==> src/rtl/fifo_wr_arbiter.sv <==
// fifo_wr_arbiter: round-robin arbiter sharing one FIFO write port among NREQ
// valid/ready producers, with an optional burst lock of up to BURST beats.
module fifo_wr_arbiter #(
  parameter int NREQ  = 4,
  parameter int WIDTH = 8,
  parameter int BURST = 1,
  parameter int IDW   = $clog2(NREQ)
) (
  input  logic                  clk,
  input  logic                  rst,
  input  logic [NREQ-1:0]       req_valid,
  input  logic [NREQ*WIDTH-1:0] req_data,
  output logic [NREQ-1:0]       req_ready,
  input  logic                  fifo_full,
  output logic                  fifo_wr_en,
  output logic [IDW+WIDTH-1:0]  fifo_din,
  output logic [IDW-1:0]        grant_id,
  output logic                  locked
);
  localparam int CW = $clog2(BURST + 1);
  typedef enum logic {IDLE, LOCKED} state_t;
  state_t st;
  logic [IDW-1:0] last, owner, base, sel, idx;
  logic [CW-1:0] cnt;
  logic own_v, found, acc, done;
  assign locked = st == LOCKED;
  assign own_v = locked && req_valid[owner];
  assign base = locked ? owner : last;
  assign done = int'(cnt) + 1 == BURST;
  // Scan downward so the nearest requester after base wins; a releasing owner is skipped.
  always_comb begin
    found = 1'b0;
    sel = owner;
    idx = '0;
    for (int k = NREQ; k >= 1; k--) begin
      idx = IDW'((int'(base) + k) % NREQ);
      if (req_valid[idx] && !(locked && k == NREQ)) begin
        found = 1'b1;
        sel = idx;
      end
    end
    if (own_v) begin
      found = 1'b1;
      sel = owner;
    end
  end
  assign acc = found && !fifo_full && !rst;
  assign req_ready = acc ? NREQ'(1) << sel : '0;
  assign fifo_wr_en = acc;
  assign fifo_din = acc ? {sel, req_data[sel*WIDTH +: WIDTH]} : '0;
  assign grant_id = locked ? owner : last;
  always_ff @(posedge clk) begin
    if (rst) begin
      st <= IDLE;
      last <= IDW'(NREQ - 1);
      owner <= '0;
      cnt <= '0;
    end else if (own_v) begin
      if (acc) begin
        cnt <= done ? '0 : cnt + CW'(1);
        st <= done ? IDLE : LOCKED;
        last <= done ? owner : last;
      end
    end else if (acc) begin
      st <= BURST == 1 ? IDLE : LOCKED;
      last <= BURST == 1 ? sel : last;
      owner <= BURST == 1 ? owner : sel;
      cnt <= BURST == 1 ? cnt : CW'(1);
    end else if (locked) begin
      st <= IDLE;
      last <= owner;
      cnt <= '0;
    end
  end
endmodule

==> config.mk <==
export PLATFORM = sky130hd
export DESIGN_NAME = fifo_wr_arbiter
export DESIGN_NICKNAME = d
export VERILOG_FILES = /design/src/rtl/fifo_wr_arbiter.sv
export SDC_FILE = /design/constraint.sdc
export NUM_CORES = 1
export LEC_CHECK = 0
export ABC_AREA = 0
export BUFFER_PORTS_ARGS = -buffer_cell sky130_fd_sc_hd__clkbuf_2
export CAP_MARGIN = 20
export CORE_MARGIN = 1.5
export CORE_UTILIZATION = 25
export CTS_BUF_LIST = sky130_fd_sc_hd__clkbuf_2 sky130_fd_sc_hd__clkbuf_4 sky130_fd_sc_hd__clkbuf_8
export DETAILED_ROUTE_END_ITERATION = 7
export PLACE_DENSITY = 0.76
export SETUP_SLACK_MARGIN = 0.1
export SLEW_MARGIN = 20
export SYNTH_ARGS = -nofsm -noshare
export SYNTH_HDL_FRONTEND = slang
export SYNTH_SLANG_ARGS = --single-unit
==> constraint.sdc <==
create_clock -name clk -period 2.5 [get_ports clk]
set_clock_uncertainty 0.2 [all_clocks]
set_input_delay 0.5 -clock clk [delete_from_list [all_inputs] [get_ports clk]]
set_output_delay 0.5 -clock clk [all_outputs]
set_load 0.005 [all_outputs]
# [Yosys cells after proc, flatten, opt, wreduce, memory -nomap -nowiden]
# Cells that the tools add are included.
[op_classes] n_lt_le_gt_ge=4 bitwise=1 shift=2 n_eq_ne=4 reduce_logical=11 mux=31 n_addsub=6
[op_table] operator="$shiftx 32x6->8" n=1
[op_table] operator="$mux 2" n=10
[op_table] operator="$mux 1" n=15
[op_table] operator="$lt 2x3->1 const B" n=4
[op_table] operator="$mux 10" n=1
[op_table] operator="$bmux 1 s2" n=4
[op_table] operator="$add 2x1->2 const B" n=2
[op_table] operator="$add 2x2->2 const B" n=2
[op_table] operator="$logic_and 1x1->1" n=4
[op_table] operator="$mux 4" n=1
[op_table] operator="$ne 2x1->1 const B" n=2
[op_table] operator="$shl 1x2->4 const A" n=1
[op_table] operator="$logic_not 1->1" n=3
[op_table] operator="$reduce_and 3->1" n=1
[op_table] operator="$add 1x1->2 const B" n=1
[op_table] operator="$eq 2x1->1 const B" n=1
[op_table] operator="$ne 2x2->1 const B" n=1
[op_table] operator="$reduce_and 2->1" n=1
[op_table] operator="$reduce_bool 2->1" n=1
[op_table] operator="$reduce_or 2->1" n=1
[op_table] operator="$add 1x1->1 const B" n=1
[op_table] operator="$not 1->1" n=1
[totals] register_bits=4 wordCells=62 inputBits=39

# [Depth between registers and ports, before layout]
[depth] ltp_word=14 mapped_depth=7 depth_no_buf=5

# [Worst setup path before layout]
# OpenSTA, ideal clock, no wires.
[synth_timing] path_type="input to output" from="input req_valid[0]" to="output fifo_din[0]" t_required_ns=1.800 t_arrival_ns=1.457 setup_slack_ns=0.343 path_stages=6 path_cell_list="a21oi_2 -> a31oi_1 -> a21o_1 -> or3_1 -> buf_6 -> o22ai_1"
[synth_between] elab_chain_len=11 word_cells_on_any_way=24 classes_between="shift (1); mux (19); reduce/logical (4)"
[synth_lines] element="from (decl)" line="11" source="input logic [NREQ-1:0] req_valid,"
[synth_lines] element="branches (longest 10 deep; another with $shiftx 32x6->8)"
[synth_lines] element="$mux 10 *" line="50" source="assign fifo_din = acc ? {sel, req_data[sel*WIDTH +: WIDTH]} : '0;"
[synth_lines] element="to (decl)" line="16" source="output logic [IDW+WIDTH-1:0] fifo_din,"
# Every way passes the cells marked *. The select of a mux whose other input is x is not followed.

# [Worst setup path in the final report]
[layout_timing] from="input req_valid[0]" to="output fifo_din[4]"
# The elaborated chain is that of the path after synthesis.

==> results_dict.tcl <==
set metrics [dict create \
    dp_cells 137 \
    avgRoutedWirePerCell_um 13.2 \
    r2r_start "last[1]" \
    grt-ovfl-total 0 \
    ff2ff_path_depth 7 \
    top_regs "last (2)" \
    drc 0 \
    power_density_nw_per_um2 363 \
    num_rows 15 \
    place_area_um2 742 \
    tns_ns 0 \
    fillCellCount 175 \
    r2r_end "last[0]" \
    grt_pass1_vias 645 \
    die_h_um 45.5 \
    hold_buffers 0 \
    num_antenna_cells 0 \
    clock-sinks 2 \
    firstDrtPassIters 4 \
    design_area_um2 871 \
    synthTopCellsByArea "mux2i_1 38%, o22ai_1 11%, dfxtp_1 8.9%" \
    largest_register_ffs 2 \
    io_buffer_count 55 \
    criticalPathCategory "in2out" \
    netlist.area_leader.share_pct 37.7 \
    min_path_cells 1 \
    clk_pin_slew_ns 0.03 \
    p_leak_nw 0.517 \
    seq_area_frac_synth_pct 8.86 \
    critical_path_peak_fanout 5 \
    finalWeightedCongestion 0.793 \
    antenna_found_initial 0 \
    timing.final.crit_share_pct 97.8 \
    yosysTopAreaCell "mux2i_1" \
    ys_types 24 \
    rsz0062_at_grt "yes" \
    hold_violations 0 \
    drive_gt1_share_pct 64.5 \
    start_util_pct 26.4 \
    clockBufferDepth 2 \
    cts_buffers 3 \
    maxCapViolCount 0 \
    syn_area_um2 452 \
    area_growth_pct 92.8 \
    die_area_um2 2070 \
    htree_num_levels 1 \
    period_minus_slack_ns 2.44 \
    startpoint_type "primary input" \
    critPathBufInv 2 \
    finalNonFillerCells 146 \
    largest-register "last" \
    io-pin-count 57 \
    holdWs_ns 0.353 \
    vias_per_cell 4.88 \
    cts_tree "done" \
    setup_viol 0 \
    hold_path_class "reg2reg" \
    hold_start "last[1]" \
    rrSetupSlack_ns 0.85 \
    grt_util_all_layers_pct 18.0 \
    grt_start_max_net_pins 11 \
    chipWidth_um 45.5 \
    path_cells "clkbuf_2 -> a21oi_2 -> a31oi_1 -> a21o_1 -> or3_4 -> o22ai_1 -> buf_2" \
    root_buffer "clkbuf_4" \
    crit_arrival_ns 1.74 \
    setup_slack_ns 0.0554 \
    total_power_uw 316 \
    drv_slew 0 \
    fmax_ghz 0.409 \
    vdd_drop_max_uv 145 \
    status "completed" \
    grt_pass1_wl_um 2710 \
    drt_wl_total_um 1930 \
    via_count 713 \
    cp_slowest_stage_delay_ns 0.38 \
    critical_path_required_ns 1.80 \
    nNetsFinal 162 \
    core-area_um2 1710 \
    hpwl_um 1360 \
    antenna_left 0 \
    syn_inst 60 \
    cpLargestDelayFamily "compound AO/OA/AOI/OAI gates" \
    drtIter0Drc 6 \
    synth_warnings 0 \
    slowest_stage "or3_4" \
    place_ws_ns -0.0531 \
    avgSynthCellArea_um2 7.53 \
    ys_seq_elements 2 \
    syn-num-nets 99 \
    clock_latency_ns 0.23 \
    cp-end-kind "primary output" \
    final_core_util_pct 51.0 \
    whs_endpoint "last[1]" \
]
-- cells by family (layout without fill, tap and decap cells) --
| logic type | after synthesis | after routing | synth area share, % |
|---|---|---|---|
| simple gates | 14 | 15 | 15.2 |
| buf+inv | 10 | 70 | 13.6 |
| mux | 17 | 17 | 37.7 |
| flops | 2 | 2 | 8.86 |
| other cells | 1 | 1 | 0.830 |
| compound gates | 16 | 16 | 23.8 |
-- cell usage after synthesis --
master and number:
dfxtp_1 2, o21ai_0 1, or3_1 1, o22ai_1 8, a21o_1 1, conb_1 1
nor2_1 5, o21ai_1 1, nand2_1 2, buf_4 2, nor4_1 1, inv_1 3
o22a_1 1, a31oi_1 1, clkbuf_1 2, and3_1 1, buf_6 2, buf_2 1
a21boi_0 1, a21oi_2 1, mux2i_1 17, o31a_1 1, nor3_1 1, nand2b_1 3
-- how the worst max path moves through the flow --
| stage | start | to | slack (ns) | cells past startpoint |
|---|---|---|---|---|
| floorplan | req_valid[0] | fifo_din[0] | 0.34 | 6 |
| global placement | req_valid[0] | fifo_din[4] | 0.02 | 7 |
| detailed placement | req_valid[0] | fifo_din[4] | -0.05 | 7 |
| CTS | req_valid[0] | fifo_din[4] | 0.06 | 7 |
| global route | last[1] | fifo_din[0] | -0.03 | 8 |
| finish | req_valid[0] | fifo_din[4] | 0.06 | 7 |
-- per-layer routing --
layer | part of all wire (%) | wire length [µm] | vias to the layer above | track usage (%)
met5 | 0 | 0 | - | 0
met4 | 0 | 0 | 0 | 7.65
met3 | 6.3 | 122 | 0 | 0.397
met2 | 57 | 1110 | 36 | 35.5
met1 | 36 | 699 | 332 | 19.3
li1 | - | - | 345 | -
-- power breakdown --
part	switching [mW]	internal (mW)	total (mW)
combinational	0.0876	0.112	0.200
clock	0.0194	0.0530	0.0725
sequential	0.00686	0.0368	0.0437
-- placed cells by master, fill, tap and decap left out, drive strengths merged --
| cell type | netlist | final |
|---|---|---|
| nor4 | 1 | 1 |
| nand2b | 3 | 3 |
| o22a | 1 | 1 |
| o22ai | 8 | 8 |
| a31oi | 1 | 1 |
| buf | 5 | 17 |
| or3 | 1 | 2 |
| conb | 1 | 1 |
| inv | 3 | 3 |
| clkbuf | 2 | 50 |
| and3 | 1 | 1 |
| o21ai | 2 | 2 |
| o31a | 1 | 1 |
| mux2i | 17 | 17 |
| nand2 | 2 | 2 |
| nor3 | 1 | 1 |
| a21boi | 1 | 1 |
| a21o | 1 | 1 |
| dfxtp | 2 | 2 |
| a21oi | 1 | 1 |
| nor2 | 5 | 5 |
-- what timing repair did --
action / 4_1_cts / 5_1_grt
setup buffers: 3 / 0
resized for setup: 14 / 14
cloned: 3 / 0
pin swaps: 1 / 3
endpoints found under the setup margin: 12 / 11
-- layout make-up --
class	instances	area, µm²	area share (%)
clock buffers	3	22.5	2.59
inverters	3	11.3	1.29
multi-input cells	49	397	45.5
well taps	25	31.3	3.59
repair buffers	64	364	41.8
flip-flops and latches	2	45.0	5.17
Power figures use the tool's default switching activity.
